`config.mk`:
```
export PLATFORM = sky130hd
export DESIGN_NAME = time_counter_flat
export DESIGN_NICKNAME = d
export VERILOG_FILES = /design/src/rtl/time_counter_pkg.sv /design/src/rtl/time_counter_if.sv /design/src/rtl/time_counter_bcd_mod_counter.sv /design/src/rtl/time_counter.sv /design/src/flat_wrapper.sv
export SDC_FILE = /design/constraint.sdc
export NUM_CORES = 1
export LEC_CHECK = 0
export CAP_MARGIN = 20
export CORE_MARGIN = 10
export CORE_UTILIZATION = 50
export DETAILED_ROUTE_END_ITERATION = 10
export HOLD_SLACK_MARGIN = 0.05
export PLACE_DENSITY = 0.88
export RECOVER_POWER = 100
export SYNTH_ARGS = -nofsm -noshare
export SYNTH_HDL_FRONTEND = slang
export SYNTH_SLANG_ARGS = --single-unit
```
`constraint.sdc`:
```
create_clock -name clk_sec -period 2.2 [get_ports clk_sec]
set_input_delay 0.33 -clock clk_sec [delete_from_list [all_inputs] [get_ports clk_sec]]
set_output_delay 0.33 -clock clk_sec [all_outputs]
set_load 0.02 [all_outputs]
```
`src/rtl/time_counter_pkg.sv`:
```
// Shared types, BCD limits and the packed-BCD increment rule for the time-of-day counter.
package time_counter_pkg;

  typedef logic [7:0] bcd_t;

  localparam bcd_t SEC_MAX   = 8'h59;
  localparam bcd_t MIN_MAX   = 8'h59;
  localparam bcd_t HOUR_MAX  = 8'h23;
  localparam bcd_t BCD_RESET = 8'h00;

  // Out-of-range nibbles (only reachable through upset) fall back to zero.
  function automatic bcd_t bcd_inc(bcd_t v, bcd_t max);
    logic [3:0] lo;
    logic [3:0] hi;
    lo = v[3:0];
    hi = v[7:4];
    if (hi > max[7:4] || (hi == max[7:4] && lo >= max[3:0]))
      return BCD_RESET;
    if (lo >= 4'd9)
      return {hi + 4'd1, 4'd0};
    return {hi, lo + 4'd1};
  endfunction

endpackage

```
`src/rtl/time_counter_if.sv`:
```
// Display-side bundle of the time-of-day counter: BCD fields, colon blink and carry pulses.
interface time_counter_if;
  import time_counter_pkg::*;

  bcd_t seconds;
  bcd_t minutes;
  bcd_t hours;
  logic toggle;
  logic min_tick;
  logic hour_tick;

  modport master (output seconds, minutes, hours, toggle, min_tick, hour_tick);
  modport slave  (input  seconds, minutes, hours, toggle, min_tick, hour_tick);
endinterface

```
`src/rtl/time_counter_bcd_mod_counter.sv`:
```
// One packed-BCD field counting 00..MAX; wrap is the combinational carry into the next field.
module bcd_mod_counter
  import time_counter_pkg::*;
#(
  parameter bcd_t MAX = SEC_MAX
) (
  input  logic clk_sec,
  input  logic reset,
  input  logic inc,
  output bcd_t value,
  output logic wrap
);

  assign wrap = inc && (value == MAX);

  always_ff @(posedge clk_sec) begin
    if (reset)
      value <= BCD_RESET;
    else if (inc)
      value <= bcd_inc(value, MAX);
  end

endmodule

```
`src/rtl/time_counter.sv`:
```
// Time-of-day counter: prescaler to one-second ticks, ripple BCD fields, colon toggle and carry pulses.
module time_counter
  import time_counter_pkg::*;
#(
  parameter int TICKS_PER_SEC = 1
) (
  input  logic           clk_sec,
  input  logic           reset,
  time_counter_if.master tc
);

  localparam int PW = (TICKS_PER_SEC > 1) ? $clog2(TICKS_PER_SEC) : 1;

  logic [PW-1:0] presc;
  logic          sec_tick;
  logic          sec_wrap;
  logic          min_wrap;

  // With one tick per second the prescaler sits at 0 and sec_tick stays high.
  assign sec_tick = (presc == PW'(TICKS_PER_SEC - 1));

  always_ff @(posedge clk_sec) begin
    if (reset) begin
      presc        <= '0;
      tc.toggle    <= 1'b0;
      tc.min_tick  <= 1'b0;
      tc.hour_tick <= 1'b0;
    end else begin
      presc        <= sec_tick ? '0 : presc + 1'b1;
      tc.toggle    <= tc.toggle ^ sec_tick;
      tc.min_tick  <= sec_wrap;
      tc.hour_tick <= min_wrap;
    end
  end

  bcd_mod_counter #(.MAX(SEC_MAX)) u_sec (
    .clk_sec (clk_sec),
    .reset   (reset),
    .inc     (sec_tick),
    .value   (tc.seconds),
    .wrap    (sec_wrap)
  );

  bcd_mod_counter #(.MAX(MIN_MAX)) u_min (
    .clk_sec (clk_sec),
    .reset   (reset),
    .inc     (sec_wrap),
    .value   (tc.minutes),
    .wrap    (min_wrap)
  );

  // Day rollover needs no carry out of the hours field.
  bcd_mod_counter #(.MAX(HOUR_MAX)) u_hour (
    .clk_sec (clk_sec),
    .reset   (reset),
    .inc     (min_wrap),
    .value   (tc.hours),
    .wrap    ()
  );

endmodule

```
`src/flat_wrapper.sv`:
```
// flat-port wrapper written by rule: the top's interface ports become plain ports
module time_counter_flat import time_counter_pkg::*;
#(
  parameter int TICKS_PER_SEC = 1
)
  (clk_sec, reset, tc_seconds, tc_minutes, tc_hours, tc_toggle, tc_min_tick, tc_hour_tick);
  time_counter_if tc_i ();
  input  logic clk_sec;
  input  logic reset;
  output wire logic [$bits(tc_i.seconds)-1:0] tc_seconds;
  output wire logic [$bits(tc_i.minutes)-1:0] tc_minutes;
  output wire logic [$bits(tc_i.hours)-1:0] tc_hours;
  output wire logic [$bits(tc_i.toggle)-1:0] tc_toggle;
  output wire logic [$bits(tc_i.min_tick)-1:0] tc_min_tick;
  output wire logic [$bits(tc_i.hour_tick)-1:0] tc_hour_tick;
  assign tc_seconds = tc_i.seconds;
  assign tc_minutes = tc_i.minutes;
  assign tc_hours = tc_i.hours;
  assign tc_toggle = tc_i.toggle;
  assign tc_min_tick = tc_i.min_tick;
  assign tc_hour_tick = tc_i.hour_tick;
  time_counter #(.TICKS_PER_SEC(TICKS_PER_SEC)) u_core (.clk_sec(clk_sec), .reset(reset), .tc(tc_i));
endmodule
```
==> results of run 1 <==
==> how the worst max path moves through the flow <==
| stage | from | endpoint | cells after the start | slack [ns] |
|---|---|---|---|---|
| after floorplan | u_core.u_sec.value[1] | u_core.u_sec.value[6] | 6 | 0.41 |
| final | u_core.u_sec.value[1] | u_core.u_sec.value[1] | 6 | 0.25 |
| after global routing | u_core.u_sec.value[1] | u_core.u_sec.value[0] | 6 | 0.13 |
| after detailed placement | u_core.u_sec.value[1] | u_core.u_sec.value[6] | 6 | 0.36 |
| after global placement | u_core.u_sec.value[1] | u_core.u_sec.value[6] | 6 | 0.47 |
| after CTS | u_core.u_sec.value[1] | u_core.u_sec.value[1] | 6 | 0.34 |
==> stage by stage <==
stage | power (uW) | std cells | cell area [um^2]
6_report | 779 | 246 | 1890
5_1_grt | 812 | 246 | 1890
4_1_cts | 796 | 246 | 1920
3_5_place_dp | 597 | 243 | 1890
3_3_place_gp | 596 | 243 | 1890
2_1_floorplan | 574 | 175 | 1580
==> power groups by stage <==
stage | sequential, uW | combinational (uW) | clock, uW
after global routing | 527 | 60.2 | 225
after floorplan | 540 | 34.6 | 0
after global placement | 537 | 59.0 | 0
after detailed placement | 537 | 60.2 | 0
after CTS | 526 | 60.7 | 209
final | 526 | 53.0 | 200
==> cells by family after synthesis <==
group	Yosys count
AO/OA/AOI/OAI	31
XOR/XNOR	6
adder cells (fa/ha/maj)	17
buffers and inverters	24
flip-flops	28
multiplexers	2
other	1
AND/OR/NAND/NOR	66
==> cells in the mapped netlist (all sizes together), types with 2 or more instances <==
library cell,instances,area share (%)
nor2,13,3.3
nand2b,4,1.6
inv,18,4.3
or3,2,0.79
nand3,5,1.6
and2,3,1.2
or2b,2,0.95
a21oi,11,3.5
nor3b,4,2.5
a211oi,3,1.7
clkbuf,2,0.48
nand2,6,1.4
and3,2,0.79
a41oi,2,1.1
nor3,11,3.8
xnor2,2,1.1
o21ai,6,1.9
mux2i,2,1.3
o221a,2,1.4
o32ai,2,1.1
nand4,7,2.8
ha,17,13
dfxtp,28,36
buf,4,1.7
xor2,4,2.2
==> metal layers <==
layer | up-vias | wire (um) | track usage (%)
li1 | 672 | - | -
met1 | 615 | 1510 | 13.1
met2 | 37 | 1470 | 16.8
met3 | 4 | 219 | 3.66
met4 | 0 | 51 | 4.65
met5 | - | 0 | 0
==> state kept, by name, summed over array words and instances (netlist names) <==
name                 cells
u_core.u_hour.value      8
u_core.u_min.value       8
u_core.u_sec.value       8
u_core.presc             1
u_core.tc.hour_tick      1
u_core.tc.min_tick       1
u_core.tc.toggle         1
==> area by class of cell <==
| cell class | instances | area (um^2) |
|---|---|---|
| fill | 257 | 1130 |
| multi-input combinational | 123 | 893 |
| sequential | 28 | 561 |
| timing repair buffer | 30 | 295 |
| inverter | 18 | 67.6 |
| tap | 44 | 55.1 |
| clock buffer | 3 | 22.5 |
==> out/summary.json, run 1 <==
{
  "path_delay_family": {"value": "simple AND/OR/NAND/NOR gates"},
  "clock_skew_after_layout": {"value": 0.00548, "unit": "ns"},
  "die_area": {"value": 0.00580, "unit": "mm^2"},
  "slew-limit-headroom": {"value": 66.6, "unit": "%"},
  "synth.ff_latch_count": {"value": 28},
  "synth_seq_area_share": {"value": 35.5, "unit": "%"},
  "die_width": {"value": 76.2, "unit": "um"},
  "worst_slack": {"value": 0.246, "unit": "ns"},
  "clock_tree.buffer_depth": {"value": 2},
  "post_route_cells_drive_above_1_share": {"value": 5.94, "unit": "%"},
  "yosysWarningCount": {"value": 0},
  "synthesized_area_fraction_occupied_by_xor_and_xnor_cells": {"value": 3.33, "unit": "%"},
  "synth.avg_cell_area": {"value": 9.02, "unit": "um^2"},
  "clkLatencyLatePin": {"value": 0.31, "unit": "ns"},
  "cts_max_level": {"value": 1},
  "crit_arrival": {"value": 2.20, "unit": "ns"},
  "complex_gate_fraction_of_the_synthesized_area": {"value": 14.8, "unit": "%"},
  "cap_violations": {"value": 0},
  "synth_edf_count": {"value": 0},
  "antenna_cells": {"value": 0},
  "layout.cells.most_common_list": {"value": "dlygate4sd3_1, dfxtp_1, inv_1, ha_1, nor2_1"},
  "detail_route.wl_per_cell": {"value": 13.2, "unit": "um"},
  "detail-route-antenna-nets": {"value": 0},
  "drt_iter0_drc": {"value": 98},
  "max_freq": {"value": 512, "unit": "MHz"},
  "std_cell_rows": {"value": 20},
  "crit_slowest_cell": {"value": "dfxtp_1"},
  "final-setup-viol-count": {"value": 0},
  "cp_cell_sequence": {"value": "inv_1 -> ha_1 -> or3b_1 -> a221oi_2 -> nor2_1 -> nor3_1"},
  "core_region_area": {"value": 0.00303, "unit": "mm^2"},
  "gr-total-overflow": {"value": 0},
  "drt-total-wl": {"value": 3260, "unit": "um"},
  "dr_vias": {"value": 1328},
  "drc": {"value": 0},
  "hpwlAfterDp": {"value": 2530, "unit": "um"},
  "asyncSetResetFlopFracSynth": {"value": 0, "unit": "%"},
  "worst_setup_hold_path_clk_slew": {"value": 0.14, "unit": "ns"},
  "netlist_instances": {"value": 175},
  "post_synth_fa_ha_maj_area_fraction": {"value": 13.5, "unit": "%"},
  "final.min_clock_period": {"value": 1.95, "unit": "ns"},
  "place_worst_setup_slack": {"value": 0.362, "unit": "ns"},
  "critical_path.max_fanout": {"value": 5},
  "power.internal": {"value": 601, "unit": "uW"},
  "synth_flop_cell": {"value": "dfxtp_1"},
  "globalRouteTotalUtil": {"value": 10.8, "unit": "%"},
  "clkPwrFrac": {"value": 25.7, "unit": "%"},
  "tritoncts_num_sinks": {"value": 28},
  "final_slew_violations": {"value": 0},
  "combPwrFrac": {"value": 6.8, "unit": "%"},
  "regToRegStartpoint": {"value": "u_core.u_sec.value[1]"},
  "reg2reg_depth": {"value": 6},
  "worst_hold_path.endpoint": {"value": "u_core.u_hour.value[7]"},
  "simple_gate_area_share_of_the_yosys_netlist": {"value": 24.9, "unit": "%"},
  "outcome": {"value": "finished, final reports clean"},
  "initial_cell_density_of_the_core": {"value": 52.1, "unit": "%"},
  "wire_length_of_the_first_global_routing_pass": {"value": 5510, "unit": "um"},
  "postLayoutCoreUtil": {"value": 62.6, "unit": "%"},
  "clockRootBuffer": {"value": "clkbuf_4"},
  "antenna_found_initial": {"value": 0},
  "ir_worst_vdd": {"value": 0.000251, "unit": "V"},
  "p_per_area": {"value": 411, "unit": "mW/mm^2"},
  "largest_net_degree_at_the_start_of_global_routing": {"value": 15},
  "net-switching-power": {"value": 178, "unit": "uW"},
  "number_of_buffers_added_by_the_clock_tree_synthesis_step": {"value": 3},
  "start_kind": {"value": "flop"},
  "worst-endpoint-required": {"value": 2.45, "unit": "ns"},
  "hp-class": {"value": "reg2reg"},
  "hold_viol": {"value": 0},
  "synth.area.mux_share": {"value": 1.27, "unit": "%"},
  "synth_top_family_by_area": {"value": "simple AND/OR/NAND/NOR gates"},
  "critical_path.endpoint_type": {"value": "flop"},
  "static-leakage-power": {"value": 0.000764, "unit": "uW"},
  "crit_path_max_incr_delay": {"value": 0.43, "unit": "ns"},
  "number_of_instances_on_the_worst_hold_path": {"value": 1},
  "die_y": {"value": 76.2, "unit": "um"},
  "yosysUniqueCellTypes": {"value": 46},
  "r2r_end": {"value": "u_core.u_sec.value[1]"},
  "port_buffers": {"value": 28},
  "cts_hold_buf": {"value": 0},
  "r2r_slack": {"value": 0.25, "unit": "ns"},
  "place_congestion": {"value": 0.902},
  "timing.critical_path.buf_inv": {"value": 1},
  "syn-cell-area": {"value": 0.00158, "unit": "mm^2"},
  "worst-setup-path-type": {"value": "reg2reg"},
  "post_cts_resize_count": {"value": 0},
  "post_route_clock_period_utilization": {"value": 88.8, "unit": "%"},
  "drt_first_pass_iters": {"value": 4},
  "tritoncts": {"value": "built"},
  "timing.setup.tns": {"value": 0, "unit": "ns"},
  "nNetsFinal": {"value": 223},
  "worst_hold_startpoint": {"value": "u_core.u_hour.value[7]"},
  "synth.net_count": {"value": 194},
  "sequential_fraction_of_design_power": {"value": 67.5, "unit": "%"},
  "post_cts_buffers": {"value": 0},
  "setup_repair_after_global_routing_missed_its_margin": {"value": "no"},
  "actual_transition_at_the_worst_max_transition_pin": {"value": 0.501, "unit": "ns"},
  "p_sw_share": {"value": 22.8, "unit": "%"},
  "timing.hold.ws": {"value": 0.502, "unit": "ns"},
  "vias_in_the_first_global_route": {"value": 1269},
  "flow.area_growth_from_synthesis": {"value": 20.1, "unit": "%"},
  "floorplan.io_pins": {"value": 29},
  "vias_per_cell": {"value": 5.40}
}
(Power assumes the default switching activity.)
==> run 2, diff against run 1 <==
--- a/config.mk
+++ b/config.mk
@@ -8,6 +8,7 @@
 export CAP_MARGIN = 20
 export CORE_MARGIN = 10
 export CORE_UTILIZATION = 50
+export CTS_CLUSTER_DIAMETER = 30
 export DETAILED_ROUTE_END_ITERATION = 10
 export HOLD_SLACK_MARGIN = 0.05
 export PLACE_DENSITY = 0.88
==> results of run 2 <==
Final layout, timing and power as in run 1 (identical DEF).
